[src/rtl/mem_responder_if.sv]
// Request/response and RAM/IO-side bus bundle for mem_responder.
interface mem_responder_if;
  localparam int unsigned DW = 16;

  logic          memread;
  logic          memwrite;
  logic [DW-1:0] addr;
  logic [DW-1:0] wdata;
  logic [DW-1:0] rdata;
  logic          ready;
  logic          busy;
  logic          err;
  logic [DW-1:0] ram_addr;
  logic [DW-1:0] ram_din;
  logic          ram_we;
  logic [DW-1:0] ram_dout;
  logic          io_re;
  logic          io_we;
  logic [DW-1:0] io_rdata;

  // Requester plus RAM/IO environment side
  modport master (
    output memread, memwrite, addr, wdata, ram_dout, io_rdata,
    input  rdata, ready, busy, err, ram_addr, ram_din, ram_we, io_re, io_we
  );

  // Responder side
  modport slave (
    input  memread, memwrite, addr, wdata, ram_dout, io_rdata,
    output rdata, ready, busy, err, ram_addr, ram_din, ram_we, io_re, io_we
  );
endinterface

[src/rtl/mem_responder.sv]
// Single-transaction memory responder: routes requests to a fixed-latency RAM
// or to a one-cycle I/O port by address, with registered outputs.
module mem_responder #(
  parameter int unsigned RAM_LAT = 1,
  parameter logic [15:0] IO_BASE = 16'hFF00
) (
  input  logic            clk,
  input  logic            reset,
  mem_responder_if.slave  bus
);
  localparam int unsigned DW = 16;
  localparam int unsigned CW = 3;
  localparam logic [CW-1:0] LAST = CW'(RAM_LAT - 1);

  typedef enum logic [2:0] {IDLE, RD_WAIT, RD_DONE, WR, IO_RD, IO_WR} state_t;

  state_t        state_q, state_d;
  logic [CW-1:0] cnt_q, cnt_d;
  logic [DW-1:0] rdata_q, rdata_d;
  logic [DW-1:0] ram_addr_q, ram_addr_d;
  logic [DW-1:0] ram_din_q, ram_din_d;
  logic          ready_q, ready_d;
  logic          busy_q, busy_d;
  logic          err_q, err_d;
  logic          ram_we_q, ram_we_d;
  logic          io_we_q, io_we_d;
  logic          io_re_q, io_re_d;
  logic          req_c;
  logic          is_io_c;

  assign req_c   = bus.memread | bus.memwrite;
  assign is_io_c = (bus.addr >= IO_BASE);

  // Next-state and next-output logic
  always_comb begin
    state_d    = state_q;
    cnt_d      = cnt_q;
    rdata_d    = rdata_q;
    ram_addr_d = ram_addr_q;
    ram_din_d  = ram_din_q;
    ready_d    = 1'b0;
    err_d      = err_q;
    ram_we_d   = 1'b0;
    io_we_d    = 1'b0;
    io_re_d    = 1'b0;

    case (state_q)
      IDLE: begin
        if (req_c) begin
          ram_addr_d = bus.addr;
          ram_din_d  = bus.wdata;
          // A read wins over a simultaneous write; the write is dropped.
          if (bus.memread) begin
            if (bus.memwrite) err_d = 1'b1;
            if (is_io_c) begin
              state_d = IO_RD;
              io_re_d = 1'b1;
            end else begin
              state_d = RD_WAIT;
              cnt_d   = '0;
            end
          end else if (is_io_c) begin
            state_d = IO_WR;
            io_we_d = 1'b1;
          end else begin
            state_d  = WR;
            ram_we_d = 1'b1;
          end
        end
      end
      RD_WAIT: begin
        if (cnt_q == LAST) state_d = RD_DONE;
        else               cnt_d   = cnt_q + CW'(1);
      end
      RD_DONE: begin
        rdata_d = bus.ram_dout;
        ready_d = 1'b1;
        state_d = IDLE;
      end
      IO_RD: begin
        rdata_d = bus.io_rdata;
        ready_d = 1'b1;
        state_d = IDLE;
      end
      WR, IO_WR: begin
        ready_d = 1'b1;
        state_d = IDLE;
      end
      default: state_d = IDLE;
    endcase

    // No queuing: anything arriving mid-transaction is dropped and flagged.
    if ((state_q != IDLE) && req_c) err_d = 1'b1;

    busy_d = (state_d != IDLE);
  end

  always_ff @(posedge clk or negedge reset) begin
    if (!reset) begin
      state_q    <= IDLE;
      cnt_q      <= '0;
      rdata_q    <= '0;
      ram_addr_q <= '0;
      ram_din_q  <= '0;
      ready_q    <= 1'b0;
      busy_q     <= 1'b0;
      err_q      <= 1'b0;
      ram_we_q   <= 1'b0;
      io_we_q    <= 1'b0;
      io_re_q    <= 1'b0;
    end else begin
      state_q    <= state_d;
      cnt_q      <= cnt_d;
      rdata_q    <= rdata_d;
      ram_addr_q <= ram_addr_d;
      ram_din_q  <= ram_din_d;
      ready_q    <= ready_d;
      busy_q     <= busy_d;
      err_q      <= err_d;
      ram_we_q   <= ram_we_d;
      io_we_q    <= io_we_d;
      io_re_q    <= io_re_d;
    end
  end

  assign bus.rdata    = rdata_q;
  assign bus.ready    = ready_q;
  assign bus.busy     = busy_q;
  assign bus.err      = err_q;
  assign bus.ram_addr = ram_addr_q;
  assign bus.ram_din  = ram_din_q;
  assign bus.ram_we   = ram_we_q;
  assign bus.io_we    = io_we_q;
  assign bus.io_re    = io_re_q;
endmodule

[src/flat_wrapper.sv]
// flat-port wrapper written by rule: the top's interface ports become plain ports
module mem_responder_flat 
#(
  parameter int unsigned RAM_LAT = 1,
  parameter logic [15:0] IO_BASE = 16'hFF00
)
  (clk, reset, bus_memread, bus_memwrite, bus_addr, bus_wdata, bus_ram_dout, bus_io_rdata, bus_rdata, bus_ready, bus_busy, bus_err, bus_ram_addr, bus_ram_din, bus_ram_we, bus_io_re, bus_io_we);
  mem_responder_if bus_i ();
  input  logic clk;
  input  logic reset;
  input wire logic [$bits(bus_i.memread)-1:0] bus_memread;
  input wire logic [$bits(bus_i.memwrite)-1:0] bus_memwrite;
  input wire logic [$bits(bus_i.addr)-1:0] bus_addr;
  input wire logic [$bits(bus_i.wdata)-1:0] bus_wdata;
  input wire logic [$bits(bus_i.ram_dout)-1:0] bus_ram_dout;
  input wire logic [$bits(bus_i.io_rdata)-1:0] bus_io_rdata;
  output wire logic [$bits(bus_i.rdata)-1:0] bus_rdata;
  output wire logic [$bits(bus_i.ready)-1:0] bus_ready;
  output wire logic [$bits(bus_i.busy)-1:0] bus_busy;
  output wire logic [$bits(bus_i.err)-1:0] bus_err;
  output wire logic [$bits(bus_i.ram_addr)-1:0] bus_ram_addr;
  output wire logic [$bits(bus_i.ram_din)-1:0] bus_ram_din;
  output wire logic [$bits(bus_i.ram_we)-1:0] bus_ram_we;
  output wire logic [$bits(bus_i.io_re)-1:0] bus_io_re;
  output wire logic [$bits(bus_i.io_we)-1:0] bus_io_we;
  assign bus_i.memread = bus_memread;
  assign bus_i.memwrite = bus_memwrite;
  assign bus_i.addr = bus_addr;
  assign bus_i.wdata = bus_wdata;
  assign bus_i.ram_dout = bus_ram_dout;
  assign bus_i.io_rdata = bus_io_rdata;
  assign bus_rdata = bus_i.rdata;
  assign bus_ready = bus_i.ready;
  assign bus_busy = bus_i.busy;
  assign bus_err = bus_i.err;
  assign bus_ram_addr = bus_i.ram_addr;
  assign bus_ram_din = bus_i.ram_din;
  assign bus_ram_we = bus_i.ram_we;
  assign bus_io_re = bus_i.io_re;
  assign bus_io_we = bus_i.io_we;
  mem_responder #(.RAM_LAT(RAM_LAT), .IO_BASE(IO_BASE)) u_core (.clk(clk), .reset(reset), .bus(bus_i));
endmodule
[config.mk]
export PLATFORM = sky130hd
export DESIGN_NAME = mem_responder_flat
export DESIGN_NICKNAME = d
export VERILOG_FILES = /design/src/rtl/mem_responder_if.sv /design/src/rtl/mem_responder.sv /design/src/flat_wrapper.sv
export SDC_FILE = /design/constraint.sdc
export NUM_CORES = 1
export LEC_CHECK = 0
export ABC_AREA = 1
export BUFFER_PORTS_ARGS = -buffer_cell sky130_fd_sc_hd__clkbuf_2
export CAP_MARGIN = 20
export CORE_ASPECT_RATIO = 0.6
export CORE_MARGIN = 10
export CORE_UTILIZATION = 40
export DETAILED_ROUTE_END_ITERATION = 7
export PLACE_DENSITY = 0.69
export SLEW_MARGIN = 25
export SYNTH_ARGS = -nofsm -noshare
export SYNTH_HDL_FRONTEND = slang
export SYNTH_SLANG_ARGS = --single-unit
[constraint.sdc]
create_clock -name clk -period 1.85 [get_ports clk]
set_input_delay 0.185 -clock clk [delete_from_list [all_inputs] [get_ports clk]]
set_output_delay 0.185 -clock clk [all_outputs]
set_load 0.01 [all_outputs]
# Yosys cells after proc, flatten, opt, wreduce, memory -nomap -nowiden
# Index checks and enable logic that the tools add are counted.
dict set report op_classes {
  addsub 1
  n_mul 0
  div_mod_pow 0
  magnitude_cmp 1
  n_eq_ne 9
  shifts 0
  muxes 29
  bitwise 1
  n_reduce_logical 15
}
# cell count
set ops {}
lappend ops {{case mux 16 bit (2 select lines)} 1}
lappend ops {{2-to-1 mux 3 bit} 9}
lappend ops {{2-to-1 mux 1 bit} 17}
lappend ops {{greater-or-equal comparator 16 bit, second input constant} 1}
lappend ops {{case mux 3 bit (2 select lines)} 2}
lappend ops {{nonzero test 2 bit} 6}
lappend ops {{== test 3 x 2 -> 1 bit, second input constant} 2}
lappend ops {{== test 3 bit, second input constant} 2}
lappend ops {{logical NOT 3 bit} 2}
lappend ops {{!= test 2 bit, second input constant} 3}
lappend ops {{nonzero test 3 bit} 2}
lappend ops {{AND reduction 5 bit} 1}
lappend ops {{AND reduction 4 bit} 1}
lappend ops {{OR reduction 4 bit} 1}
lappend ops {{adder 3 x 1 -> 3 bit, second input constant} 1}
lappend ops {{== test 3 x 1 -> 1 bit, second input constant} 1}
lappend ops {{!= test 2 x 1 -> 1 bit, second input constant} 1}
lappend ops {{AND reduction 2 bit} 1}
lappend ops {{logical AND 1 bit} 1}
lappend ops {{OR 1 bit} 1}
dict set report totals {
  reg_bits 60
  latch_bits 0
  ramBits 0
  romBits 0
  inputBits 68
  out_inout_bits 54
  word_cells 67
  memories 0
}

# Depth between registers and ports, before layout
# Gate-level depths: netlist of run 1.
dict set report logic_depth {
  word_depth 6
  depth_mapped 7
  mapped_depth_nobuf 7
}

# Worst setup path after synthesis of run 1
# No wires, ideal clock.
dict set report synth_timing {
  path_type {register to register}
  start {reg u_core.state_q[1]}
  end {reg u_core.rdata_q[0] (netlist: u_core.bus.rdata[0])}
  setup_time_ns 0.121
  t_arrival_ns 1.188
  t_required_ns 1.729
  slack_ns 0.541
  path_stages_with_launch 6
  path_buffers 1
  period_less_slack_ns 1.309
  cell_sequence {dfrtp_1 nor3_4 inv_4 buf_2 o21ai_2 a21oi_2}
}
dict set report synth_via {
  elab_chain_cells 2
  word_cells_on_any_way 4
  classes_between {2 x eq/ne; 1 x mux; 1 x reduce/logical}
}
# element line_no
set synth_lines {}
lappend synth_lines {{from (decl)} mem_responder.sv:17} ;# state_t state_q, state_d;
lappend synth_lines {{from (signal assigned)} mem_responder.sv:112} ;# state_q <= state_d;
lappend synth_lines {{== test 3 bit / == test 3 x 2 -> 1 bit (equally long branches)} mem_responder.sv:47} ;# case (state_q)
lappend synth_lines {{case mux 16 bit (2 select lines) / nonzero test 2 bit (equally long branches)} -}
lappend synth_lines {{to (signal assigned)} mem_responder.sv:114} ;# rdata_q <= rdata_d;
lappend synth_lines {{to (decl)} mem_responder.sv:19} ;# logic [DW-1:0] rdata_q, rdata_d;
# Parallel ways exist; a longest one is shown, timed or not.
# A chain may end at the register's enable or synchronous reset.

# Final worst setup path of run 1
dict set report layout_timing {
  start {reg u_core.state_q[1]}
  end {reg u_core.ram_addr_q[14] (netlist: u_core.bus.ram_addr[14])}
}
dict set report layout_via {
  elab_chain_cells 2
}
# element line_no
set layout_lines {}
lappend layout_lines {{logical NOT 3 bit} mem_responder.sv:47}
lappend layout_lines {{AND reduction 2 bit (no source line)} -}
lappend layout_lines {{to (signal assigned)} mem_responder.sv:115} ;# ram_addr_q <= ram_addr_d;
lappend layout_lines {{to (decl)} mem_responder.sv:20} ;# logic [DW-1:0] ram_addr_q, ram_addr_d;
# Every way passes these cells.

==> PnR_summary.wiki, run 1 <==
{| class="wikitable"
! Metric !! Value
|-
| Max frequency || 637 MHz
|-
| Highest ir drop seen on vdd || 0.536 mV
|-
| Routed wire length || 7.44 mm
|-
| Die outline area || 0.0104 mm2
|-
| Post-synth top area cell || dfrtp_1
|-
| Slew at the pin with the worst max-slew slack || roughly 0.56 ns
|-
| Worst-Skew Late Latency || 0.33 ns
|-
| Count of state elements after synthesis || 60
|-
| Worst reg2reg setup slack || 0.28 ns
|-
| TritonCTS sink count || 60
|-
| Antenna-violating nets left || 0
|-
| Main flop type after synthesis || dfrtp_1
|-
| CP startpoint kind || flip-flop
|-
| Filler instances || 589
|-
| FFs w/ async S/R, synth || 100%
|-
| Worst setup endpoint || u_core.bus.ram_addr[14]
|-
| DRC violation count after routing || 0
|-
| Clock transition at the registers of the reported paths || 0.06 ns
|-
| Post-layout utilization of the core || between 50% and 60%
|-
| Via Count || between 2,000 and 2,500
|-
| Worst hold path type || in2reg
|-
| Max-cap violations || 0
|-
| Power Dens Cells || 1560 mW/mm2
|-
| Worst reg-to-reg path cell count || 6
|-
| Number of H-tree levels || 3
|-
| Worst EP arrival || 1.79 ns
|-
| First-pass GRT wire length || 12.4 mm
|-
| Number of gates given a new drive strength after cts || 0
|-
| Crit. path cell count || 6
|-
| Status || finished clean
|-
| Number of buffer and inverter stages on the critical path || 1
|-
| Die width || 125 um
|-
| Initial antenna violation count || 0
|-
| Minimum period implied by the final worst setup slack || around 1.6 ns
|-
| Ratio of cells with drive above 1 in the final layout || 42.7%
|-
| Unrepaired setup endpoints after global routing || no
|-
| Largest net degree at the start of global routing || 61
|-
| Static leakage || approximately 0.0019 uW
|-
| Final hold violation count || 0
|-
| Most common cell after layout, fill and taps aside || nand2_1
|-
| Clock tree from TritonCTS || yes
|-
| Crit. End Element || flip-flop
|-
| Global Route Usage Sum || 14.4%
|-
| Number of CTS-inserted buffers || 9
|-
| Maximum cell stage delay along the critical path || 0.46 ns
|-
| Critical path launch point || u_core.state_q[1]
|-
| Number of nets in the layout || 492
|-
| Critical Path RT || around 2.1 ns
|-
| Count of flip-flops with a built-in enable after synthesis || 0
|-
| Final critical-path share of the clock period || roughly 85%
|-
| Setup clock skew after layout || 0.00380 ns
|-
| Top-Level Pins || 122
|-
| Slowest cell on crit path || dfrtp_1
|-
| R2r endpoint || u_core.bus.ram_addr[14]
|-
| Most numerous cell on the critical path || nand2_1
|-
| Post-synthesis to final-layout area growth || 33.0%
|-
| Number of detailed-routing iterations run before antenna repair || 4
|-
| HPWL Detailed || about 6 mm
|-
| Row count || 22
|-
| CORE AREA || 0.00625 mm2
|-
| CTS Root Cell || clkbuf_8
|-
| Cell family with the largest share of critical-path delay || simple AND/OR/NAND/NOR gates
|-
| Final Setup Violations || 0
|-
| Routed length per instance || 14.6 um
|-
| Type of the worst setup path || reg2reg
|-
| Number of warnings reported in the yosys synthesis log || 0
|-
| Number of port buffers || 121
|-
| CTS max path bufs || 2
|-
| First DRT Iteration DRCs || 175
|-
| Area of the mapped netlist || 0.00264 mm2
|-
| Crit path max fanout || 33
|-
| Setup fix buffers added after clock tree synthesis || 0
|-
| Via-to-Cell Ratio || between 4 and 5
|-
| Most frequent cells in the layout || nand2_1 (133), clkbuf_2 (121), dfrtp_1 (60)
|-
| Mapped Nets || 365
|-
| Starting utilization of the core area || 42.3%
|-
| R2R Path Start || u_core.state_q[1]
|-
| Antenna cell count || 0
|-
| Post-Synthesis Cells || around 290
|-
| Cells traversed along the worst timing path || nor2_2 > nand2_1 > nor2_4 > inv_2 > nand2_1 > nand2_1
|-
| Number of unique standard cell types used by synthesis || 24
|-
| Area contributors post-synth || dfrtp_1 (57%), nand2_1 (19%), a21oi_2 (3.3%), o21ai_2 (3.3%), nor2_2 (2.6%)
|-
| RD Place Congestion || roughly 0.8
|-
| Register area share after synthesis || 56.8%
|-
| Post-synthesis area per instance || 8.99 um2
|-
| Die height || 83.0 um
|-
| Number of global-route vias before repair || roughly 2,400
|-
| Top-area cell type share of the netlist area || 56.8%
|-
| Tightest slew margin relative to the limit || a little over three fifths
|-
| Total gr overflow || 0
|-
| Setup Total Neg Slack || 0 ns
|-
| Count of final max-slew check failures || 0
|}
## registers in the layout (all words and copies together) (netlist names)
register,cells
u_core.bus.ram_addr,16
u_core.bus.ram_din,16
u_core.bus.rdata,16
u_core.cnt_q,3
u_core.state_q,3
u_core.bus.busy,1
u_core.bus.err,1
u_core.bus.io_re,1
u_core.bus.io_we,1
u_core.bus.ram_we,1
u_core.bus.ready,1
## where the power goes
group	switching, uW	internal, uW	leakage (uW)
Sequential	357	1880	0.000724
Combinational	1380	851	0.00111
Clock	455	576	0.0000941
## area by class of cell
type | instances | area (um2) | share of cell area [%]
Inverter | 13 | 51.3 | 1.46
Clock inverter | 2 | 10.0 | 0.285
Clock buffer | 12 | 165 | 4.70
Sequential cell | 60 | 1500 | 42.7
Multi-Input combinational cell | 211 | 1020 | 29.1
Timing Repair Buffer | 126 | 658 | 18.7
Tap cell | 84 | 105 | 2.99
## repair_timing
item                                   in CTS  in global routing
endpoints found under the hold margin      60                  0
setup endpoints to repair                   0                  0
hold buffers                                1                  0
## how the worst min path moves through the flow
stage,slack [ns],cells past startpoint,to,from
after floorplan,-0.11,0,u_core.bus.busy,reset
after global placement,0.22,2,u_core.bus.rdata[8],reset
after detailed placement,0.22,2,u_core.bus.ram_din[10],reset
after CTS,0.04,3,u_core.bus.ram_addr[7],bus_addr[7]
after global routing,0.04,3,u_core.bus.ram_din[1],bus_wdata[1]
final,0.05,3,u_core.bus.ram_addr[7],bus_addr[7]
## per-layer routing
metal  wire length, um  global-route usage (%)
met3               590                    6.54
met5                 0                       0
met1              3420                    18.8
met2              3330                    20.8
met4               108                    4.14
## kinds of logic (layout without fill, tap and decap cells)
kind of cell	count (synthesis)	in the layout	share of synthesized area [%]
simple gates	171	171	27.5
flops	60	60	56.8
compound gates	37	37	9.85
buf+inv	23	153	4.40
fa+ha+maj	3	3	1.42
## tightest hold or removal path, delay by kind of cell
kind / cells / cell delay (ns)
AND/OR/NAND/NOR: 2 / 0.09
buffers and inverters: 1 / 0.07
## synth_stat cells (all sizes together) (2+ instances only)
master  instances
a21oi          17
buf            10
dfrtp          60
ha              3
inv            13
nand2         134
nand3           8
nor2           24
nor3            2
o21ai          20
## per-stage QoR
stage          worst slack (ns)  instances  instance area, um2  power, uW  hold slack, ns
5_1_grt                   0.120        508                3520       5970          0.0415
2_1_floorplan             0.541        294                2640       3580          -0.111
4_1_cts                   0.281        508                3520       5610          0.0386
3_3_place_gp              0.363        493                3330       4480           0.220
3_5_place_dp              0.283        493                3330       4550           0.220
6_report                  0.281        508                3520       5500          0.0537
No activity file was read; power rests on OpenSTA's default activity.
==> run 2: changes to the inputs <==
clock period = 1.52 ns   (was 1.85 ns; I/O delays follow)
==> PnR_summary.wiki, run 2 (synthesis gave the netlist of run 1 again) <==
{| class="wikitable"
! Metric !! Value
|-
| Setup fix buffers added after clock tree synthesis || 0 (unchanged)
|-
| Power Dens Cells || 1920 mW/mm2 (was 1560 mW/mm2)
|-
| Number of detailed-routing iterations run before antenna repair || 4 (unchanged)
|-
| Post-synthesis to final-layout area growth || 34.6% (was 33.0%)
|-
| Count of final max-slew check failures || 0 (unchanged)
|-
| TritonCTS sink count || 60 (unchanged)
|-
| Tightest slew margin relative to the limit || 78.1% (was 62.8%)
|-
| Number of standard cells in the final layout excluding fillers || 512 (was 508)
|-
| Worst EP arrival || 1.66 ns (was 1.79 ns)
|-
| HPWL Detailed || 5.68 mm (was 5.85 mm)
|-
| Most frequent cells in the layout || nand2_1 (133), clkbuf_2 (121), dfrtp_1 (60) (unchanged)
|-
| Design Power || 6820 uW (was 5500 uW)
|-
| Via-to-Cell Ratio || 4.66 (was 4.65)
|-
| Highest ir drop seen on vdd || 0.787 mV (was 0.536 mV)
|-
| Die outline area || 0.0104 mm2 (unchanged)
|-
| Final hold violation count || 0 (unchanged)
|-
| Status || finished clean (unchanged)
|-
| Number of CTS-inserted buffers || 9 (unchanged)
|-
| Via Count || 2,384 (was 2,362)
|-
| First-pass GRT wire length || 12.2 mm (was 12.4 mm)
|-
| Number of nets in the layout || 495 (was 492)
|-
| Setup Total Neg Slack || 0 ns (unchanged)
|-
| Unrepaired setup endpoints after global routing || no (unchanged)
|-
| Antenna-violating nets left || 0 (unchanged)
|-
| Number of global-route vias before repair || 2,440 (was 2,426)
|-
| Die width || 125 um (unchanged)
|-
| PnR worst setup slack || 0.124 ns (was 0.281 ns)
|-
| Final critical-path share of the clock period || 91.8% (was 84.8%)
|-
| Area after DPL || 0.00335 mm2 (was 0.00333 mm2)
|-
| Filler instances || 583 (was 589)
|-
| Slowest cell on crit path || dfrtp_1 (unchanged)
|-
| Critical Path RT || 1.78 ns (was 2.07 ns)
|-
| First DRT Iteration DRCs || 166 (was 175)
|-
| Number of H-tree levels || 3 (unchanged)
|-
| CTS Root Cell || clkbuf_8 (unchanged)
|-
| CP startpoint kind || flip-flop (unchanged)
|-
| Crit path max fanout || 6 (was 33)
|-
| Type of the worst setup path || reg2reg (unchanged)
|-
| Worst hold path type || in2reg (unchanged)
|-
| Setup clock skew after layout || 0.00391 ns (was 0.00380 ns)
|-
| Max-cap violations || 0 (unchanged)
|-
| Total gr overflow || 0 (unchanged)
|-
| RD Place Congestion || 0.840 (was 0.792)
|-
| Number of port buffers || 121 (unchanged)
|-
| Row count || 22 (unchanged)
|-
| Global Route Usage Sum || 14.2% (was 14.4%)
|-
| Worst-Skew Late Latency || 0.33 ns (about the same)
|-
| Most numerous cell on the critical path || nand2_1 (unchanged)
|-
| Final instance area || 0.00356 mm2 (was 0.00352 mm2)
|-
| Clock tree from TritonCTS || yes (unchanged)
|-
| Ratio of cells with drive above 1 in the final layout || 43.0% (was 42.7%)
|-
| Most common cell after layout, fill and taps aside || nand2_1 (unchanged)
|-
| Max frequency || 716 MHz (was 637 MHz)
|-
| Cells traversed along the worst timing path || nor2_2 > nand2_1 > nor2_4 > buf_4 > nand2_1 > nand2_1 > nand2_1 > nand3_1 (was nor2_2 > nand2_1 > nor2_4 > inv_2 > nand2_1 > nand2_1)
|-
| Crit. End Element || flip-flop (unchanged)
|-
| Clock transition at the registers of the reported paths || 0.06 ns (about the same)
|-
| Minimum period implied by the final worst setup slack || 1.40 ns (was 1.57 ns)
|-
| Routed wire length || 7.36 mm (was 7.44 mm)
|-
| Largest net degree at the start of global routing || 61 (unchanged)
|-
| Antenna cell count || 0 (unchanged)
|-
| Die height || 83.0 um (unchanged)
|-
| Starting utilization of the core area || 42.3% (unchanged)
|-
| CORE AREA || 0.00625 mm2 (unchanged)
|-
| CTS max path bufs || 2 (unchanged)
|-
| DP Worst Slack || 0.0946 ns (was 0.283 ns)
|-
| Initial antenna violation count || 0 (unchanged)
|-
| Slew at the pin with the worst max-slew slack || 0.329 ns (was 0.557 ns)
|-
| Top-Level Pins || 122 (unchanged)
|-
| DRC violation count after routing || 0 (unchanged)
|-
| Final Setup Violations || 0 (unchanged)
|-
| Routed length per instance || 14.4 um (was 14.6 um)
|-
| Placed cell count || 496 (was 493)
|-
| Static leakage || 0.00194 uW (was 0.00192 uW)
|-
| Maximum cell stage delay along the critical path || 0.45 ns (was 0.46 ns)
|}
run 2: cell count changes in the layout (fill, tap and decap cells not counted):
cell	previous run	this run
inv_2	4	3
clkinv_2	2	1
inv_4	1	2
clkbuf_1	0	1
buf_6	0	1
buf_4	3	5
clkbuf_8	12	13
run 2: path summary, 6_finish.rpt:
path                                           end               startpoint  cells after the start  slack (ns)
hold reg to reg            u_core.bus.ram_addr[11]  u_core.bus.ram_addr[11]                      2        0.47
setup reg to reg                   u_core.bus.busy        u_core.state_q[1]                      8        0.12
min in group asynchronous   u_core.bus.ram_din[10]                    reset                      3        0.36
setup / recovery                   u_core.bus.busy        u_core.state_q[1]                      8        0.12
max in group asynchronous     u_core.bus.rdata[10]                    reset                      3        0.89
hold / removal               u_core.bus.ram_din[0]             bus_wdata[0]                      3        0.02
run 2: per-layer routing:
metal / vias up / part of all wire, % / track usage, %
li1: 1186 / - / -
met4: 0 / 0.83 / 3.11
met1: 1121 / 46 / 18.3
met2: 72 / 46 / 21.4
met3: 5 / 7.4 / 6.22
met5: - / 0 / 0
run 2: per-stage QoR:
step | utilization, % | hold slack, ns
final | 56.9 | 0.0203
after global routing | 56.9 | 0.00984
after CTS | 56.8 | 0.00360
after detailed placement | 53.7 | 0.187
after global placement | 53.7 | 0.187
after floorplan | - | -0.144
run 2: power breakdown:
part	leakage (uW)	switching, uW	total (uW)	internal, uW
sequential	0.000724	419	2710	2290
combinational	0.00112	1700	2770	1080
clock	0.0000986	580	1340	759
total	0.00194	2700	6820	4120
run 2: repair_timing:
action	4_1_cts	5_1_grt
endpoints found under the setup margin	0	32
resized for setup	0	3
hold buffers	1	0
hold endpoints to repair	60	0
run 2: area by class of cell:
cell class	instances	area (um2)	area share, %
flip-flops and latches	60	1500	42.2
multi-input cells	211	1020	28.8
repair buffers	129	684	19.2
clock buffers	14	183	5.14
well taps	84	105	2.95
inverters	13	53.8	1.51
clock inverters	1	5.00	0.141
run 2: critical path, delay by kind of cell (launching register included):
family / cells / cell delay, ns
buf+inv: 1 / 0.17
flops: 1 / 0.45
simple gates: 7 / 0.70
==> run 3: changes to the inputs <==
HOLD_SLACK_MARGIN = 0.12   (was not set)
==> PnR_summary.wiki, run 3 (synthesis gave the netlist of run 1 again) <==
{| class="wikitable"
! Metric !! Value
|-
| Setup clock skew after layout || 0.00716 ns (was 0.00391 ns)
|-
| Number of CTS-inserted buffers || 9 (unchanged)
|-
| Final Setup Violations || 0 (unchanged)
|-
| Max frequency || 716 MHz (about the same)
|-
| Routed wire length || 8.44 mm (was 7.36 mm)
|-
| Number of standard cells in the final layout excluding fillers || 574 (was 512)
|-
| CORE AREA || 0.00625 mm2 (unchanged)
|-
| Crit path max fanout || 6 (unchanged)
|-
| HPWL Detailed || 5.68 mm (unchanged)
|-
| Highest ir drop seen on vdd || 0.791 mV (was 0.787 mV)
|-
| Most common cell after layout, fill and taps aside || nand2_1 (unchanged)
|-
| Via-to-Cell Ratio || 4.62 (was 4.66)
|-
| Via Count || 2,653 (was 2,384)
|-
| Number of cells on the worst hold path || 3 (unchanged)
|-
| Maximum cell stage delay along the critical path || 0.46 ns (was 0.45 ns)
|-
| Total gr overflow || 0 (unchanged)
|-
| Antenna-violating nets left || 0 (unchanged)
|-
| Minimum period implied by the final worst setup slack || 1.40 ns (about the same)
|-
| Placed cell count || 496 (unchanged)
|-
| Power Dens Cells || 1670 mW/mm2 (was 1920 mW/mm2)
|-
| Most frequent cells in the layout || nand2_1 (133), clkbuf_2 (121), dlygate4sd3_1 (61) (was nand2_1 (133), clkbuf_2 (121), dfrtp_1 (60))
|-
| Clock transition at the registers of the reported paths || 0.06 ns (about the same)
|-
| Number of detailed-routing iterations run before antenna repair || 4 (unchanged)
|-
| Number of port buffers || 121 (unchanged)
|-
| Final hold violation count || 0 (unchanged)
|-
| TritonCTS sink count || 60 (unchanged)
|-
| Crit. End Element || flip-flop (unchanged)
|-
| Die outline area || 0.0104 mm2 (unchanged)
|-
| Unrepaired setup endpoints after global routing || no (unchanged)
|-
| Cells traversed along the worst timing path || nor2_2 > nand2_1 > nor2_4 > buf_4 > nand2_1 > nand2_1 > nand2_1 > nand3_1 (unchanged)
|-
| Critical Path RT || 1.78 ns (about the same)
|-
| Largest net degree at the start of global routing || 61 (unchanged)
|-
| Slew at the pin with the worst max-slew slack || 0.329 ns (about the same)
|-
| Routed length per instance || 14.7 um (was 14.4 um)
|-
| Static leakage || 0.00219 uW (was 0.00194 uW)
|-
| Top-Level Pins || 122 (unchanged)
|-
| Worst hold path type || in2reg (unchanged)
|-
| Ratio of cells with drive above 1 in the final layout || 37.9% (was 43.0%)
|-
| Number of nets in the layout || 555 (was 495)
|-
| Final critical-path share of the clock period || 91.8% (about the same)
|-
| Most numerous cell on the critical path || nand2_1 (unchanged)
|-
| Status || finished clean (unchanged)
|-
| Die height || 83.0 um (unchanged)
|-
| Clock tree from TritonCTS || yes (unchanged)
|-
| DRC violation count after routing || 0 (unchanged)
|-
| Slowest cell on crit path || dfrtp_1 (unchanged)
|-
| CTS max path bufs || 2 (unchanged)
|-
| Number of H-tree levels || 3 (unchanged)
|-
| CP startpoint kind || flip-flop (unchanged)
|-
| RD Place Congestion || 0.840 (unchanged)
|-
| Type of the worst setup path || reg2reg (unchanged)
|-
| Initial antenna violation count || 1 (was 0)
|-
| Starting utilization of the core area || 42.3% (unchanged)
|-
| Worst-Skew Late Latency || 0.33 ns (about the same)
|-
| CTS Root Cell || clkbuf_8 (unchanged)
|-
| Number of global-route vias before repair || 2,768 (was 2,440)
|-
| First-pass GRT wire length || 13.9 mm (was 12.2 mm)
|-
| Worst reg-to-reg path cell count || 8 (unchanged)
|-
| Post-synthesis to final-layout area growth || 57.6% (was 34.6%)
|-
| Count of final max-slew check failures || 0 (unchanged)
|-
| Max-cap violations || 0 (unchanged)
|-
| Row count || 22 (unchanged)
|-
| Setup Total Neg Slack || 0 ns (unchanged)
|-
| First DRT Iteration DRCs || 173 (was 166)
|-
| Tightest slew margin relative to the limit || 78.1% (about the same)
|-
| Die width || 125 um (unchanged)
|-
| Worst EP arrival || 1.66 ns (about the same)
|-
| Setup fix buffers added after clock tree synthesis || 0 (unchanged)
|-
| Global Route Usage Sum || 16.3% (was 14.2%)
|}
-- run 3: layer usage --
layer  vias to the layer above  wire length, um  share of wire, %  GRT usage [%]
met5                         -                0                 0              0
li1                       1310                -                 -              -
met2                        80             4300                51           27.3
met3                         6              510               6.0           5.90
met1                      1257             3540                42           19.2
met4                         0               87               1.0           4.45
-- run 3: timing repair --
item / 4_1_cts / 5_1_grt
hold buffers: 61 / 0
setup endpoints to repair: 0 / 33
resized for setup: 0 / 4
endpoints found under the hold margin: 110 / 0
-- run 3: cell type report --
cell class                      instances  area, um2
Fill cell                             500       2080
Inverter                               13       53.8
Antenna cell                            2       5.00
Timing Repair Buffer                  189       1280
Clock inverter                          1       5.00
Tap cell                               84        105
Multi-Input combinational cell        211       1030
Sequential cell                        60       1500
Clock buffer                           14        183
-- run 3: report_power, final --
part           total (uW)  switching (uW)  internal [uW]
logic                2910            1740           1180
registers            2720             426           2290
clock network        1340             576            759
-- run 3: path summary, 6_finish.rpt --
path,slack [ns],end,startpoint
max,0.12,u_core.bus.busy,u_core.state_q[1]
min,0.14,u_core.bus.rdata[3],bus_ram_dout[3]
max reg2reg,0.12,u_core.bus.busy,u_core.state_q[1]
min reg2reg,0.47,u_core.bus.ram_din[11],u_core.bus.ram_din[11]
max in group asynchronous,0.89,u_core.bus.ram_addr[12],reset
min in group asynchronous,0.34,u_core.bus.ram_din[10],reset
-- run 3: stage by stage --
step           hold WS [ns]  area, um2  setup WS, ns  power (uW)  util, %
2_1_floorplan        -0.144       2640         0.211        4360        -
3_3_place_gp          0.187       3350         0.115        5470     53.7
3_5_place_dp          0.187       3350        0.0946        5540     53.7
4_1_cts               0.126       4150        0.0521        7040     66.4
5_1_grt               0.153       4160       0.00614        7550     66.6
6_report              0.142       4170         0.124        6960     66.7
-- run 3: critical path: cells and delay by family, from the launching register on --
kind | cells | cell delay, ns
simple gates | 7 | 0.70
flops | 1 | 0.46
buf+inv | 1 | 0.17
